[src/rtl/nxs_keccak_result_filter.sv]
// Keccak miner result filter: nonce delay line, share-target compare, winning-nonce FIFO and counters.
// Define NXS_RESULT_HASH_OUT_EN to store {hash, nonce} per FIFO entry and expose res_hash.

// Generic first-word-fall-through FIFO with synchronous flush; head reads 0 while empty.
// Latency: a pushed entry is visible at the head the cycle after its write edge.
// Backpressure: a push while full is ignored unless a pop happens in the same cycle.
module nxs_fifo #(
   parameter int W     = 32,
   parameter int DEPTH = 8
) (
   input  logic         clk,
   input  logic         rst,
   input  logic         flush,
   input  logic         push_vld,
   input  logic [W-1:0] push_dat,
   input  logic         pop_rdy,
   output logic [W-1:0] head_dat,
   output logic         empty,
   output logic         full
);
   localparam int AW = $clog2(DEPTH);

   logic [W-1:0]  mem [DEPTH];
   logic [AW-1:0] wr_ptr;
   logic [AW-1:0] rd_ptr;
   logic [AW:0]   cnt;
   logic          do_push;
   logic          do_pop;

   assign empty    = (cnt == '0);
   assign full     = (cnt == (AW+1)'(DEPTH));
   assign do_pop   = pop_rdy & ~empty;
   // When full, a same-cycle pop frees the slot the push overwrites.
   assign do_push  = push_vld & (~full | do_pop);
   assign head_dat = empty ? '0 : mem[rd_ptr];

   always_ff @(posedge clk) begin
      if (rst || flush) begin
         wr_ptr <= '0;
         rd_ptr <= '0;
         cnt    <= '0;
      end else begin
         if (do_push) wr_ptr <= wr_ptr + AW'(1);
         if (do_pop)  rd_ptr <= rd_ptr + AW'(1);
         cnt <= cnt + (AW+1)'(do_push) - (AW+1)'(do_pop);
      end
   end

   always_ff @(posedge clk) begin
      if (do_push && !rst && !flush) mem[wr_ptr] <= push_dat;
   end
endmodule

// Delays nonces to meet their hashes, keeps those below the target, queues them for the host.
// Latency: PIPE_LATENCY+2 cycles from in_valid to res_valid with an empty FIFO.
// Backpressure: res_ready stalls the FIFO; winners arriving while it is full and not popping are dropped and counted.
module nxs_keccak_result_filter #(
   parameter int PIPE_LATENCY = 72,
   parameter int FIFO_DEPTH   = 8,
   parameter int CNT_W        = 48
) (
   input  logic             clk,
   input  logic             rst,
   input  logic             in_valid,
   input  logic [31:0]      in_nonce,
   input  logic [63:0]      hash_in,
   input  logic             target_wr,
   input  logic [63:0]      target_in,
   input  logic             flush,
   output logic             res_valid,
   input  logic             res_ready,
   output logic [31:0]      res_nonce,
`ifdef NXS_RESULT_HASH_OUT_EN
   output logic [63:0]      res_hash,
`endif
   output logic [CNT_W-1:0] hash_count,
   output logic [15:0]      overflow_count,
   output logic             armed
);
`ifdef NXS_RESULT_HASH_OUT_EN
   typedef struct packed {
      logic [63:0] hash;
      logic [31:0] nonce;
   } entry_t;
`else
   typedef struct packed {
      logic [31:0] nonce;
   } entry_t;
`endif

   typedef enum logic {DISARMED, ARMED} state_t;

   state_t                  state;
   state_t                  state_nxt;
   logic [63:0]             target;
   logic [PIPE_LATENCY-1:0] dl_vld;
   logic [31:0]             dl_nonce [PIPE_LATENCY];
   logic                    item_vld;
   logic                    cmp_vld;
   entry_t                  cmp_ent;
   entry_t                  head_ent;
   logic                    fifo_empty;
   logic                    fifo_full;
   logic                    drop_vld;

   always_ff @(posedge clk) begin
      if (rst) state <= DISARMED;
      else     state <= state_nxt;
   end

   always_comb begin
      state_nxt = state;
      armed     = 1'b0;
      case (state)
         DISARMED: if (target_wr) state_nxt = ARMED;
         ARMED:    armed = 1'b1;
         default:  state_nxt = DISARMED;
      endcase
   end

   always_ff @(posedge clk) begin
      if (rst)            target <= '1;
      else if (target_wr) target <= target_in;
   end

   // Flush also swallows an in_valid presented in the same cycle.
   always_ff @(posedge clk) begin
      if (rst || flush) dl_vld <= '0;
      else              dl_vld <= {dl_vld[PIPE_LATENCY-2:0], in_valid};
   end

   always_ff @(posedge clk) begin
      dl_nonce[0] <= in_nonce;
      for (int i = 1; i < PIPE_LATENCY; i++) dl_nonce[i] <= dl_nonce[i-1];
   end

   assign item_vld = dl_vld[PIPE_LATENCY-1] & armed;

   always_ff @(posedge clk) begin
      if (rst || flush) begin
         cmp_vld    <= 1'b0;
         hash_count <= '0;
      end else begin
         cmp_vld <= item_vld & (hash_in < target);
         if (item_vld) hash_count <= hash_count + CNT_W'(1);
      end
   end

   always_ff @(posedge clk) begin
      cmp_ent.nonce <= dl_nonce[PIPE_LATENCY-1];
`ifdef NXS_RESULT_HASH_OUT_EN
      cmp_ent.hash  <= hash_in;
`endif
   end

   nxs_fifo #(
      .W     ($bits(entry_t)),
      .DEPTH (FIFO_DEPTH)
   ) u_fifo (
      .clk      (clk),
      .rst      (rst),
      .flush    (flush),
      .push_vld (cmp_vld),
      .push_dat (cmp_ent),
      .pop_rdy  (res_ready),
      .head_dat (head_ent),
      .empty    (fifo_empty),
      .full     (fifo_full)
   );

   assign res_valid = ~fifo_empty;
   assign res_nonce = head_ent.nonce;
`ifdef NXS_RESULT_HASH_OUT_EN
   assign res_hash  = head_ent.hash;
`endif

   assign drop_vld = cmp_vld & fifo_full & ~res_ready;

   always_ff @(posedge clk) begin
      if (rst || flush)                           overflow_count <= '0;
      else if (drop_vld && overflow_count != '1)  overflow_count <= overflow_count + 16'd1;
   end
endmodule

[config.mk]
export PLATFORM = sky130hd
export DESIGN_NAME = nxs_keccak_result_filter
export DESIGN_NICKNAME = d
export VERILOG_FILES = /design/src/rtl/nxs_keccak_result_filter.sv
export SDC_FILE = /design/constraint.sdc
export NUM_CORES = 2
export LEC_CHECK = 0
export CAP_MARGIN = 20
export CORE_MARGIN = 2
export CORE_UTILIZATION = 52
export CTS_CLUSTER_DIAMETER = 40
export DETAILED_ROUTE_END_ITERATION = 12
export PLACE_DENSITY = 0.68
export SLEW_MARGIN = 10
export SYNTH_ARGS = -nofsm -noshare
export SYNTH_HDL_FRONTEND = slang
export SYNTH_SLANG_ARGS = --single-unit
export TNS_END_PERCENT = 50
[constraint.sdc]
create_clock -name clk -period 14.7 [get_ports clk]
set_input_delay 4.41 -clock clk [delete_from_list [all_inputs] [get_ports clk]]
set_output_delay 4.41 -clock clk [all_outputs]
set_load 0.05 [all_outputs]
==> results.cfg <==
[detailed_routing]
post_drt_wl_per_cell_um = 13.4
drc = 0
first_pass_iters = 5
drtIter0Drc = 1218
final_antenna_net_count = 0
via_per_inst = 4.39
vias = 26700
wl_mm = 81.4

[synthesis]
yosysWarnings = 0
synth_nets = 3977
synth_edf_count = 256
netlist_area_sq_um = 65600
yosysSeqAreaShare = 0.896
synth.distinct_cells = 49
syn_area_per_cell_sq_um = 17.5
synth_seq_cells = 2807
synth_cells = 3737
synth_flop_cell = dfxtp_1
synthArstFlopShare = 0

[setup_path]
reg2reg_setup_slack_ps = 11840
path_class = reg -> out
worstReg2RegEnd = u_fifo.cnt[2]
cp-start-kind = register
crit_arrival_ps = 3930
worstPathMaxFanout = 40
end_kind = output pin
r2r_cells = 12
crit_required_ps = 10290
r2r_start = u_fifo.cnt[2]

[pwr]
swShare = 0.206
peakVddDrop_mv = 0.124
leakagePower_nw = 31.1
powerDensity_nw_per_um2 = 196
power.internal_mw = 12.4
p_comb_frac = 0.045
clockPowerShare = 0.441
switchingPower_mw = 3.21
total_power_mw = 15.6
power_frac_seq = 0.514

[place]
post-place-cells = 5602
post-place-ws_ps = 7140
portBuffers = 263
placed_cell_area_sq_um = 70200
hpwl_mm = 44.9
place_congestion = 0.842

[global_routing]
track_usage = 0.128
grt_pass1_wl_mm = 134
grt_max_degree = 95
grt_pass1_vias = 26500
antenna_found_initial = 1
grt.overflow.total = 0

[sta]
hold_viol_final = 0
slew_headroom = 0.378
fin_skew_ps = 48.1
setup_viol = 0
period_share = 0.567
fin_setup_tns_ps = 0
post-route-min-period_ps = 8340
tightestPinTransition_ps = 932
setup_ws_ps = 6360
slew_violations = 0
holdWs_ps = 289
fmax_mhz = 120
grt_setup_unrepaired = no

[hold_path]
hold_path_startpoint = dl_nonce[57][26]
min_path_type = reg -> reg
min_path_cells = 0
min_to = dl_nonce[58][26]

[floorplanning]
die_w_um = 359
design.die.area_sq_um = 129000
rows = 130
start_util = 0.523
core_area_sq_um = 125000
io_pins = 264
dieHeight_um = 359

[cells_and_area]
fin_util = 0.633
finalInstanceArea_sq_um = 79400
nets = 4478
drive_above_1_share = 0.120
areaGrowthSynthToFinish_pct = 21.0
stdcell_count = 6084

[clock_network]
worstSkewPairLatency_ps = 840
clockBufferDepth = 4
cts.clk_slew.worst_paths_ps = 60
cts_buffers = 284
cts.sinks = 2807
postCtsHoldBufs = 0
cts_resized = 0
htreeDepth = 5
cts_setup_buffers = 0
cts_root_buf = clkbuf_16
cts_tree = built

[job]
drv_cap = 0

[run_status]
outcome = finished, final reports clean
final cells by class:
cell class              instances  area [sq um]
flip-flops and latches       2807         58800
fillers                      8923         46000
clock buffers                 388          8080
multi-input cells             786          6280
repair buffers                278          2740
well taps                    1650          2060
clock inverters                93          1130
inverters                      81           304
diodes                          1          2.50
layout by cell type, fill, tap and decap left out, drive strengths merged, types with 2 or more instances in the layout:
cell	instances
clkinv	44
nor4b	2
or3	6
clkdlybuf4s50	262
nand4	28
xnor2	24
nor3	14
clkinvlp	10
bufinv	17
xor2	38
nand3	31
o211ai	65
inv	103
nand2	104
a2111oi	2
ha	73
or2	2
mux2i	34
a21o	8
and3	11
nand2b	5
dfxtp	2551
nor4	2
mux4	64
and2	78
nor2	125
edfxtp	256
a21oi	33
and4	9
clkbuf	388
a211oi	5
o21ai	14
nor2b	3
buf	16
synthesized netlist by cell type, types with 2 or more instances:
cell       count  area, sq um
dfxtp_1     2551        51100
edfxtp_1     256         7690
nor2_1       125          469
nand2_1      102          383
inv_1         80          300
and2_1        78          488
ha_1          73          913
o211ai_1      65          488
mux4_2        64         1440
clkbuf_1      45          169
xor2_1        38          333
mux2i_1       34          340
a21oi_1       32          160
nand3_1       29          145
nand4_1       27          169
xnor2_1       24          210
o21ai_0       14         70.1
and3_1        10         62.6
a21o_1         8         60.1
and4_1         8         70.1
buf_1          8         30.0
buf_2          8         40.0
nor3_1         8         40.0
or3_1          6         37.5
a211oi_1       5         37.5
nand2b_1       5         31.3
nor3_2         4         40.0
nor2b_1        3         18.8
a2111oi_0      2         17.5
nand2_2        2         12.5
nor3_4         2         32.5
nor4_1         2         12.5
nor4b_1        2         17.5
or2_2          2         12.5
worst max-delay path by stage:
stage / to / slack (ps) / cells past startpoint
after floorplan: u_fifo.mem[0][0] / 6940 / 3
after global placement: res_nonce[9] / 7150 / 5
after detailed placement: res_nonce[9] / 7140 / 5
after CTS: res_nonce[9] / 6180 / 5
after global routing: res_nonce[5] / 6040 / 5
final: res_nonce[9] / 6360 / 5
metal layers:
| metal | vias up | global-route usage | part of all wire |
|---|---|---|---|
| li1 | 13300 | - | - |
| met1 | 12700 | 0.160 | 0.45 |
| met2 | 504 | 0.208 | 0.47 |
| met3 | 241 | 0.0325 | 0.044 |
| met4 | 0 | 0.0627 | 0.035 |
| met5 | - | 0 | 0 |
power groups by stage:
stage | combinational (mW) | sequential, mW | clock, mW
finish | 0.702 | 8.01 | 6.87
detailed placement | 0.709 | 8.18 | 0
floorplan | 0.463 | 8.15 | 0
global placement | 0.707 | 8.17 | 0
CTS | 0.712 | 8.02 | 7.09
global route | 0.743 | 8.03 | 7.40
worst max-delay path, cell delays in order, from the launching register on:
cell and delay (ps):
dfxtp_4 660, buf_4 710, mux4_2 590, mux2i_1 240
nor2_1 80, clkdlybuf4s50_1 740
sequential cells by signal (all words and copies together) (netlist names), named ones only:
signal / flops
state: 1
cmp_vld: 1
target: 64
u_fifo.mem: 256
u_fifo.rd_ptr: 3
u_fifo.wr_ptr: 3
cmp_ent: 32
dl_nonce: 2304
overflow_count: 16
u_fifo.cnt: 4
hash_count: 48
dl_vld: 72
kinds of logic (layout without fill, tap and decap cells):
| family | Yosys count | count (layout) | share of synthesized area |
|---|---|---|---|
| and+or+nand+nor | 423 | 423 | 0.0325 |
| adders and majority gates | 74 | 74 | 0.0142 |
| DFF | 2807 | 2807 | 0.896 |
| xor gates and xnor gates | 62 | 62 | 0.00828 |
| AOI/OAI and AO/OA | 129 | 129 | 0.0131 |
| other | 0 | 1 | 0 |
| buffers and inverters | 144 | 840 | 0.00857 |
| muxes | 98 | 98 | 0.0272 |
Power figures use the tool's default switching activity.
